**src/rtl/mmio_arbiter.sv**
```systemverilog
// Two-requester arbiter for the game register port: CPU read/write, VGA fetch read-only.
// Optional grant/conflict statistics are compiled in with `define ARB_STATS_EN.
module mmio_arbiter #(
   parameter int unsigned MAX_WAIT = 4,
   parameter int unsigned ADDR_W   = 32
) (
   input  logic              clk,
   input  logic              rst_n,
   input  logic              cpu_req,
   input  logic              cpu_we,
   input  logic [ADDR_W-1:0] cpu_addr,
   input  logic [31:0]       cpu_wdata,
   output logic              cpu_gnt,
   output logic              cpu_rvalid,
   output logic [31:0]       cpu_rdata,
   input  logic              vga_req,
   input  logic [ADDR_W-1:0] vga_addr,
   output logic              vga_gnt,
   output logic              vga_rvalid,
   output logic [31:0]       vga_rdata,
   output logic              mem_we,
   output logic [ADDR_W-1:0] mem_a,
   output logic [31:0]       mem_wd,
   input  logic [31:0]       mem_rd
`ifdef ARB_STATS_EN
  ,output logic [15:0]       cpu_grant_cnt,
   output logic [15:0]       vga_grant_cnt,
   output logic [15:0]       conflict_cnt
`endif
);

   typedef enum logic [1:0] {StIdle, StOwnCpu, StOwnVga} state_e;

   localparam logic [3:0] MaxWaitC = 4'(MAX_WAIT);

   state_e      st_q, st_d;
   logic [3:0]  wait_q, wait_d;
   logic        cpu_rvalid_q, cpu_rvalid_d;
   logic        vga_rvalid_q, vga_rvalid_d;
   logic [31:0] cpu_rdata_q, cpu_rdata_d;
   logic [31:0] vga_rdata_q, vga_rdata_d;
   logic        cpu_elig, vga_elig;

   // Grants are a decode of the state register, so they are registered and one cycle long.
   assign cpu_gnt    = (st_q == StOwnCpu);
   assign vga_gnt    = (st_q == StOwnVga);
   assign cpu_rvalid = cpu_rvalid_q;
   assign vga_rvalid = vga_rvalid_q;
   assign cpu_rdata  = cpu_rdata_q;
   assign vga_rdata  = vga_rdata_q;

   always_comb begin
      // The owner's req during its grant belongs to the access being served.
      cpu_elig = cpu_req && (st_q != StOwnCpu);
      vga_elig = vga_req && (st_q != StOwnVga);

      st_d = StIdle;
      if (cpu_elig && vga_elig) begin
         st_d = (wait_q == MaxWaitC) ? StOwnVga : StOwnCpu;
      end else if (cpu_elig) begin
         st_d = StOwnCpu;
      end else if (vga_elig) begin
         st_d = StOwnVga;
      end

      wait_d = 4'd0;
      if (!vga_gnt && vga_req) begin
         wait_d = (wait_q == MaxWaitC) ? wait_q : wait_q + 4'd1;
      end

      cpu_rvalid_d = cpu_gnt;
      vga_rvalid_d = vga_gnt;
      cpu_rdata_d  = cpu_gnt ? mem_rd : cpu_rdata_q;
      vga_rdata_d  = vga_gnt ? mem_rd : vga_rdata_q;
   end

   always_comb begin
      mem_we = 1'b0;
      mem_a  = '0;
      mem_wd = 32'd0;
      unique case (st_q)
         StOwnCpu: begin
            mem_we = cpu_we;
            mem_a  = cpu_addr;
            mem_wd = cpu_wdata;
         end
         StOwnVga: begin
            mem_a = vga_addr;
         end
         default: begin
         end
      endcase
   end

   always_ff @(posedge clk or negedge rst_n) begin
      if (!rst_n) begin
         st_q         <= StIdle;
         wait_q       <= 4'd0;
         cpu_rvalid_q <= 1'b0;
         vga_rvalid_q <= 1'b0;
         cpu_rdata_q  <= 32'd0;
         vga_rdata_q  <= 32'd0;
      end else begin
         st_q         <= st_d;
         wait_q       <= wait_d;
         cpu_rvalid_q <= cpu_rvalid_d;
         vga_rvalid_q <= vga_rvalid_d;
         cpu_rdata_q  <= cpu_rdata_d;
         vga_rdata_q  <= vga_rdata_d;
      end
   end

`ifdef ARB_STATS_EN
   logic [15:0] cpu_cnt_q, cpu_cnt_d;
   logic [15:0] vga_cnt_q, vga_cnt_d;
   logic [15:0] conf_cnt_q, conf_cnt_d;

   always_comb begin
      cpu_cnt_d  = cpu_gnt ? cpu_cnt_q + 16'd1 : cpu_cnt_q;
      vga_cnt_d  = vga_gnt ? vga_cnt_q + 16'd1 : vga_cnt_q;
      conf_cnt_d = (cpu_elig && vga_elig) ? conf_cnt_q + 16'd1 : conf_cnt_q;
   end

   always_ff @(posedge clk or negedge rst_n) begin
      if (!rst_n) begin
         cpu_cnt_q  <= 16'd0;
         vga_cnt_q  <= 16'd0;
         conf_cnt_q <= 16'd0;
      end else begin
         cpu_cnt_q  <= cpu_cnt_d;
         vga_cnt_q  <= vga_cnt_d;
         conf_cnt_q <= conf_cnt_d;
      end
   end

   assign cpu_grant_cnt = cpu_cnt_q;
   assign vga_grant_cnt = vga_cnt_q;
   assign conflict_cnt  = conf_cnt_q;
`endif

endmodule

```
**config.mk**
```make
export PLATFORM = sky130hd
export DESIGN_NAME = mmio_arbiter
export DESIGN_NICKNAME = d
export VERILOG_FILES = /design/src/rtl/mmio_arbiter.sv
export SDC_FILE = /design/constraint.sdc
export NUM_CORES = 1
export LEC_CHECK = 0
export BUFFER_PORTS_ARGS = -buffer_cell sky130_fd_sc_hd__buf_2
export CAP_MARGIN = 25
export CORE_AREA = 2 2 104 106
export DETAILED_ROUTE_END_ITERATION = 10
export DIE_AREA = 0 0 106 108
export GPL_TIMING_DRIVEN = 1
export PLACE_DENSITY = 0.69
export SLEW_MARGIN = 40
export SYNTH_ARGS = -nofsm -noshare
export SYNTH_HDL_FRONTEND = slang
export SYNTH_SLANG_ARGS = --single-unit
```
**constraint.sdc**
```tcl
create_clock -name clk -period 4.6 [get_ports clk]
set_input_delay 0.46 -clock clk [delete_from_list [all_inputs] [get_ports clk]]
set_output_delay 0.46 -clock clk [all_outputs]
set_load 0.005 [all_outputs]
```
==> results of run 1 <==
-- cell families (layout without fill, tap and decap cells) --
group           Yosys count  in the layout  synth area share
fa+ha+maj                 6              6           0.02211
simple gates             75             75            0.1139
mux                      64             64            0.2122
compound gates           37             37           0.08180
buf+inv                  27            286           0.03427
xor+xnor                  2              2          0.005159
flops                    72             72            0.5306
-- stage by stage --
stage | worst slack (ns) | cells
2_1_floorplan | 2.753 | 283
3_3_place_gp | 2.231 | 661
3_5_place_dp | 2.478 | 662
4_1_cts | 2.064 | 678
5_1_grt | 1.939 | 678
6_report | 2.111 | 678
-- metal layers --
layer  vias to the layer above  track usage
li1                       1487            -
met3                        16      0.04762
met5                         -            0
met1                      1495       0.1916
met4                         0      0.06485
met2                       133       0.2903
-- worst paths after layout --
path	cells past startpoint	startpoint	slack, ns	to
setup / recovery	5	st_q[0]	2.11	mem_a[0]
hold / removal	1	rst_n	0.13	cpu_rdata[25]
setup reg to reg	5	st_q[0]	2.65	wait_q[1]
hold reg to reg	1	cpu_rdata[11]	0.50	cpu_rdata[11]
max in group asynchronous	1	rst_n	4.04	vga_rdata[9]
min in group clk	2	mem_rd[3]	0.36	cpu_rdata[3]
-- final cells by class --
type,instances,area (um2),share of cell area
Clock buffer,11,141.4,0.02801
Tap cell,136,170.2,0.03371
Clock inverter,5,56.30,0.01115
Timing Repair Buffer,266,1353,0.2679
Sequential cell,72,1802,0.3569
Multi-Input combinational cell,184,1511,0.2994
Inverter,4,15.01,0.002974
-- flip-flops by register name, summed over array words and instances, names as in the netlist --
register    count
cpu_rdata      32
vga_rdata      32
wait_q          4
st_q            2
cpu_rvalid      1
vga_rvalid      1
-- where the power goes --
group / switching [mW] / internal, mW / total (mW)
sequential: 0.0804 / 0.793 / 0.874
combinational: 0.272 / 0.353 / 0.625
clock: 0.229 / 0.264 / 0.494
total: 0.582 / 1.41 / 1.99
-- worst max-delay path, cell delays in order, from the launching register on --
cell	delay, ns
dfrtp_1	0.43
inv_1	0.14
ha_2	0.64
a22oi_1	0.22
nor2_1	0.12
buf_2	0.13
-- placed cells by master, fill, tap and decap left out, drive strengths merged --
cell type  count
nor4bb         1
o211a          1
nor4b          1
or3b           1
bufinv         1
nand2          3
xnor2          1
xor2           1
nand2b         1
ha             6
dfrtp         72
o21a           1
a21boi         2
clkinvlp       1
and2          33
a22oi         32
a21oi          1
or3            1
nor2          33
inv            4
clkinv         3
buf          266
clkbuf        11
mux2          64
nand3          1
==> results.cfg, run 1 <==
[outcome]
status = finished, final reports clean

[yosys]
synth.avg_cell_area_um2 = 12.00
synthArstFlopShare = 1.000
synth_cell_type_count = 23
ys_seq_elements = 72
synth_fp_nets = 422
synthFlopType = dfrtp_1
ys_top_cells_by_count = 72 x dfrtp_1, 64 x mux2_2, 33 x and2_1, 33 x nor2_1, 32 x a22oi_1
yosysTopAreaCell = dfrtp_1
yosys-top-cells-area = dfrtp_1 53%, mux2_2 21%, a22oi_1 7.1%
yosysSeqAreaShare = 0.5306
synth_edf_count = 0
syn_inst = 283
ys_warn_count = 0
synth_top_area_share = 0.5306
netlist_area_um2 = 3396
synth_most_common_cell = dfrtp_1

[floorplan]
boundaryPins = 266
row_count = 37
die_h_um = 108
die_x_um = 106
die_area_um2 = 11450
start_util = 0.3319
core_area_um2 = 10230

[global_routing]
grt_pass1_wl_mm = 14.90
antenna_found_initial = 0
grt_use_total = 0.1654
grt_overflow = 0
grt_pass1_vias = 3008
grt_max_degree = 73

[place]
portBuffers = 265
hpwl_mm = 7.703
place_area_um2 = 4851
place_congestion = 0.7252

[clock_tree]
cts_made_buffers = 9
holdBufCountCts = 0
cts_buffer_depth = 2
clk_pin_slew_ns = 0.08
postCtsSetupBuffers = 0
cts_tree = done
ctsResizeCount = 0
cts.sinks = 72
cts-root-buf = clkbuf_8
h-tree-depth = 3
clock_latency_ns = 0.34

[drt]
wl_met2_mm = 5.262
wl_per_cell_um = 14.82
antenna_left = 0
highest_layer = met4
totalWireLength_mm = 10.05
drc_errors = 0
wl_met1_mm = 3.819
dr_wl_met3_um = 732
drtIter0Drc = 190
vias = 3131
via_per_inst = 4.618
drtPass1Iterations = 4

[timing]
fmax_mhz = 401.7
fin_skew_ns = 0.007270
drv_slew = 0
finalCritPeriodShare = 0.5411
hold_viol = 0
holdWs_ns = 0.1328
fin_crit_ns = 2.489
slew_headroom = 0.5302
tightestPinTransition_ns = 0.6947
rsz0062_at_grt = no
setup_viol = 0
tns_ns = 0

[worst_hold_path]
hold_path_class = input port to async pin

[pwr]
finalPower_mw = 1.992
p_per_area_nw_per_um2 = 394.6
peakVddDrop_v = 0.0002039
p_leak_nw = 2.648

[worst_setup_path]
path_class = flop to output pin
required_ns = 4.14
critPathArrivalTime_ns = 2.03
worstSetupStartpointType = flop
endpoint_kind = output pin
cp_max_fo = 37

[finish]
fin_util = 0.4935
syn_to_final_growth_pct = 48.67
drive_above_1_share = 0.6439
antenna-diode-count = 0
num-fill-cells = 949
nets = 676
fin_area_um2 = 5049

[flow_run]
cap_violations = 0
Note: power is estimated with default switching activity, not from simulation.
==> inputs of run 2 (changes only) <==
--- a/config.mk
+++ b/config.mk
@@ -5,13 +5,14 @@
 export SDC_FILE = /design/constraint.sdc
 export NUM_CORES = 1
 export LEC_CHECK = 0
+export ABC_AREA = 1
 export BUFFER_PORTS_ARGS = -buffer_cell sky130_fd_sc_hd__buf_2
 export CAP_MARGIN = 25
-export CORE_AREA = 2 2 104 106
+export CORE_AREA = 2 2 102 104
 export DETAILED_ROUTE_END_ITERATION = 10
-export DIE_AREA = 0 0 106 108
+export DIE_AREA = 0 0 104 106
 export GPL_TIMING_DRIVEN = 1
-export PLACE_DENSITY = 0.69
+export PLACE_DENSITY = 0.76
 export SLEW_MARGIN = 40
 export SYNTH_ARGS = -nofsm -noshare
 export SYNTH_HDL_FRONTEND = slang
==> constraint.sdc (replaced) <==
create_clock -name clk -period 2.4 [get_ports clk]
set_input_delay 0.24 -clock clk [delete_from_list [all_inputs] [get_ports clk]]
set_output_delay 0.24 -clock clk [all_outputs]
set_load 0.005 [all_outputs]
==> run 2 against run 1 <==
Effect of this change:
- global-route usage up 3.6 points
- total power rose by 98%
- non-clock buffer count grew 7
- largest power group unchanged
- critical path type unchanged
- count of clock-buffer cells in the layout decreased by 1
- area after synthesis is 13% higher
- largest cell class unchanged
==> results.cfg, run 2 <==
[timing]
fmax_mhz = 469.3
slew_headroom = 0.6345
rsz0062_at_grt = no
setup_viol = 0
fin_crit_ns = 2.131
finalCritPeriodShare = 0.8878
tns_ns = 0
fin_ws_ns = 0.2694
holdWs_ns = 0.1404
tightestPinTransition_ns = 0.5483
drv_slew = 0
fin_skew_ns = 0.01107
hold_viol = 0

[yosys]
yosysSeqAreaShare = 0.4694
synth_top_area_share = 0.4694
synthFlopType = dfrtp_1
yosys-top-cells-area = dfrtp_1 47%, mux2_4 24%, nand2_1 11%
synthArstFlopShare = 1.000
ys_top_cells_by_count = 109 x nand2_1, 72 x dfrtp_1, 61 x mux2_4
ys_warn_count = 0
netlist_area_um2 = 3839
synthAdderAreaFrac = 0.01956
synth_xor_area_frac = 0
synth_fp_nets = 501
synthSimpleGateAreaFrac = 0.1248
synth.avg_cell_area_um2 = 10.60
synth_top_family_by_area = multiplexers
yosysTopAreaCell = dfrtp_1
synth.mux.area_fraction = 0.2474
synth_most_common_cell = nand2_1
syn_inst = 362
ys_seq_elements = 72
synth-compound-area-share = 0.04498
synth_edf_count = 0
synth_cell_type_count = 20

[clock_tree]
cts_tree = done
cts-root-buf = clkbuf_8
clock_latency_ns = 0.34
cts_made_buffers = 9
cts_buffer_depth = 2
h-tree-depth = 3
cts.sinks = 72
ctsResizeCount = 0
clk_pin_slew_ns = 0.08

[floorplan]
start_util = 0.3839
boundaryPins = 266
row_count = 37
die_area_um2 = 11020
die_x_um = 104
core_area_um2 = 10000
die_h_um = 106

[global_routing]
use_met3 = 0.05763
antenna_found_initial = 1
grt_overflow = 0
grt-busiest-layer = met2
grt_pass1_wl_mm = 17.52
grt_pass1_vias = 3447
grt_max_degree = 73
met1_usage = 0.2513
grt_use_total = 0.2011
grt_use_met2 = 0.3228

[finish]
drive_above_1_share = 0.5653
fin_area_um2 = 5411
fin_util = 0.5412
instances_no_fill = 764
syn_to_final_growth_pct = 40.97
layout_common_cells = 265 x buf_2, 109 x nand2_1, 72 x dfrtp_1
mostFrequentLayoutCell = buf_2
nets = 764
antenna-diode-count = 0

[pwr]
seqPwrFrac = 0.436
p_int_mw = 2.749
combPwrFrac = 0.359
p_switching_mw = 1.195
p_per_area_nw_per_um2 = 728.8
peakVddDrop_v = 0.0003750
finalPower_mw = 3.944
switching_share = 0.3030
p_leak_nw = 3.180
clock_power_share = 0.205

[worst_setup_path]
worstSetupStartpointType = flop
cp_max_fo = 33
endpoint_kind = output pin
path_class = flop to output pin
required_ns = 2.16
critPathArrivalTime_ns = 1.89
r2r_cells = 5

[place]
dp_slack_ns = 0.5823
place_congestion = 0.9706
portBuffers = 265
place_inst = 749
place_area_um2 = 5241
hpwl_mm = 8.562

[drt]
drtPass1Iterations = 4
wl_per_cell_um = 14.45
drc_errors = 0
antenna_left = 0
drtIter0Drc = 206
totalWireLength_mm = 11.04
via_per_inst = 4.516
vias = 3450

[worst_hold_path]
hold_path_class = input port to flop
worstHoldPathCells = 2

[flow_run]
cap_violations = 0

[outcome]
status = finished, final reports clean
-- run 2: path summary, 6_finish.rpt --
kind / start / end / slack [ns]
worst max-delay path: st_q[1] / mem_a[15] / 0.27
worst min-delay path: mem_rd[22] / vga_rdata[22] / 0.14
worst max register to register: st_q[1] / cpu_rdata[13] / 0.59
worst min register to register: vga_rdata[31] / vga_rdata[31] / 0.50
max in group asynchronous: rst_n / vga_rdata[9] / 1.59
min in group asynchronous: rst_n / cpu_rdata[28] / 0.48
-- run 2: cell type report --
type	count	area (um2)
clock buffer	10	137.6
clock inverter	4	22.52
fill	890	4588
inverter	43	161.4
multi-input combinational	226	1692
sequential	72	1802
tap	136	170.2
timing repair buffer	273	1426
-- run 2: metal layers --
metal | vias up | part of all wire
li1 | 1666 | -
met1 | 1578 | 0.42
met2 | 182 | 0.47
met3 | 22 | 0.076
met4 | 2 | 0.030
met5 | - | 0.0012
-- run 2: logic make-up (layout without fill, tap and decap cells) --
logic type      after synthesis  after routing
fa+ha+maj                     6              6
flops                        72             72
compound gates               34             34
mux                          64             64
buf+inv                      64            330
simple gates                122            122
-- run 2: critical path, cell delays in order (launching register included) --
cell,delay (ns)
dfrtp_1,0.40
inv_1,0.11
ha_4,0.35
buf_12,0.27
nand2_1,0.09
a21oi_1,0.15
buf_2,0.14
-- run 2: timing repair --
action / CTS / global route
hold endpoints to repair: 72 / 0
setup buffers: 0 / 0
hold buffers: 1 / 0
-- run 2: power groups by stage --
stage / Clock (mW) / Combinational [mW] / Sequential, mW
2_1_floorplan: 0 / 0.763 / 1.74
3_3_place_gp: 0 / 1.39 / 1.71
3_5_place_dp: 0 / 1.42 / 1.74
4_1_cts: 0.838 / 1.43 / 1.72
5_1_grt: 0.899 / 1.53 / 1.75
6_report: 0.809 / 1.41 / 1.72
==> inputs of run 3 (changes only) <==
--- a/config.mk
+++ b/config.mk
@@ -6,13 +6,12 @@
 export NUM_CORES = 1
 export LEC_CHECK = 0
 export ABC_AREA = 1
-export BUFFER_PORTS_ARGS = -buffer_cell sky130_fd_sc_hd__buf_2
 export CAP_MARGIN = 25
 export CORE_AREA = 2 2 102 104
 export DETAILED_ROUTE_END_ITERATION = 10
 export DIE_AREA = 0 0 104 106
+export DONT_BUFFER_PORTS = 1
 export GPL_TIMING_DRIVEN = 1
-export PLACE_DENSITY = 0.76
 export SLEW_MARGIN = 40
 export SYNTH_ARGS = -nofsm -noshare
 export SYNTH_HDL_FRONTEND = slang
==> run 3 against run 2 <==
Effect of this change:
- register-to-register slack gained 0.23 ns
- utilization shrank 13 points
- routed wire length shrank 7.4%
- non-clock buffer count shrank 267
==> results.cfg, run 3 (same netlist as run 2, synthesis figures left out) <==
[drt]
totalWireLength_mm = 10.22
drtIter0Drc = 181
wl_per_cell_um = 20.47
drc_errors = 0
antenna_left = 0
vias = 2529
via_per_inst = 5.068
drtPass1Iterations = 4

[floorplan]
die_h_um = 106
row_count = 37
boundaryPins = 266
die_x_um = 104
die_area_um2 = 11020
core_area_um2 = 10000
start_util = 0.3839

[timing]
tns_ns = 0
slew_headroom = 0.6336
finalCritPeriodShare = 0.8181
tightestPinTransition_ns = 0.5496
fmax_mhz = 509.3
drv_slew = 0
fin_skew_ns = 0.009130
rsz0062_at_grt = no
fin_crit_ns = 1.963
hold_viol = 0
setup_viol = 0

[worst_hold_path]
hold_path_class = input port to flop

[finish]
num-fill-cells = 955
syn_to_final_growth_pct = 7.171
fin_util = 0.4114
antenna-diode-count = 0
mostFrequentLayoutCell = nand2_1
drive_above_1_share = 0.2452
fin_area_um2 = 4114
nets = 497
layout_common_cells = 109 x nand2_1, 72 x dfrtp_1, 61 x mux2_4

[outcome]
status = finished, final reports clean

[pwr]
seqPwrFrac = 0.516
p_leak_nw = 2.050
p_switching_mw = 1.100
peakVddDrop_v = 0.0003414
finalPower_mw = 3.518
clock_power_share = 0.238
p_per_area_nw_per_um2 = 855.2
combPwrFrac = 0.247
p_int_mw = 2.419
switching_share = 0.3125

[global_routing]
grt_pass1_vias = 2487
grt_use_total = 0.1780
grt_overflow = 0
grt_pass1_wl_mm = 14.88
antenna_found_initial = 0
grt_max_degree = 73

[clock_tree]
cts_buffer_depth = 2
clock_latency_ns = 0.34
cts_made_buffers = 9
ctsResizeCount = 0
cts_tree = done
h-tree-depth = 3
postCtsSetupBuffers = 0
cts-root-buf = clkbuf_8
cts.sinks = 72
clk_pin_slew_ns = 0.08

[place]
portBuffers = 0
place_congestion = 0.8514
place_area_um2 = 3905
hpwl_mm = 7.864

[flow_run]
cap_violations = 0

[worst_setup_path]
endpoint_kind = output pin
worstSetupStartpointType = flop
cp_max_fo = 34
path_class = flop to output pin
critPathArrivalTime_ns = 1.72
required_ns = 2.16
==> run 3: final cells by class <==
| type | instances | area, um2 | share of cell area |
|---|---|---|---|
| clock buffers | 10 | 127.6 | 0.03102 |
| clock inverters | 6 | 43.79 | 0.01064 |
| inverters | 43 | 161.4 | 0.03923 |
| multi-input cells | 226 | 1692 | 0.4112 |
| flip-flops and latches | 72 | 1802 | 0.4380 |
| well taps | 136 | 170.2 | 0.04136 |
| repair buffers | 6 | 117.6 | 0.02859 |
==> run 3: path summary, 6_finish.rpt <==
| path | start | to | slack, ns | cells after the start |
|---|---|---|---|---|
| max | st_q[1] | mem_a[7] | 0.44 | 5 |
| min | mem_rd[3] | cpu_rdata[3] | 0.04 | 1 |
| max reg2reg | st_q[0] | vga_rdata[0] | 0.82 | 4 |
| min reg2reg | vga_rdata[18] | vga_rdata[18] | 0.54 | 1 |
| max in group asynchronous | rst_n | cpu_rdata[12] | 1.66 | 2 |
| min in group asynchronous | rst_n | vga_rdata[27] | 0.46 | 2 |
==> run 3: what timing repair did <==
item	4_1_cts	5_1_grt
hold buffers	2	0
endpoints found under the hold margin	72	0
setup endpoints to repair	0	0
==> run 3: power groups by stage <==
stage / sequential (mW) / clock, mW / combinational [mW]
3_5_place_dp: 1.84 / 0 / 0.842
6_report: 1.81 / 0.836 / 0.868
3_3_place_gp: 1.84 / 0 / 0.815
4_1_cts: 1.82 / 0.872 / 0.879
5_1_grt: 1.85 / 0.914 / 0.940
2_1_floorplan: 1.74 / 0 / 0.763
==> run 3: routing by layer <==
layer  wire, um  up-vias  GRT usage  share of wire
met5          0        -          0              0
met4        171        0    0.05598          0.017
met3        942       10    0.06806          0.092
met2       5017      156     0.2975           0.49
met1       4086     1230     0.2128           0.40
li1           -     1133          -              -
==> run 3: per-stage QoR <==
step                      setup slack [ns]  instances  hold WS [ns]
after global placement              0.7958        481      -0.05421
after detailed placement            0.7352        481      -0.05382
after global routing                0.2789        499      0.007437
final                               0.4366        499       0.04045
after floorplan                      1.059        362      -0.05559
after CTS                           0.3580        499       0.02008
==> run 3: worst max-delay path, stage by stage, from the launching register on <==
cell     delay [ns]
dfrtp_1        0.41
inv_1          0.12
ha_4           0.18
buf_12         0.24
nand2_1        0.08
a21oi_1        0.32
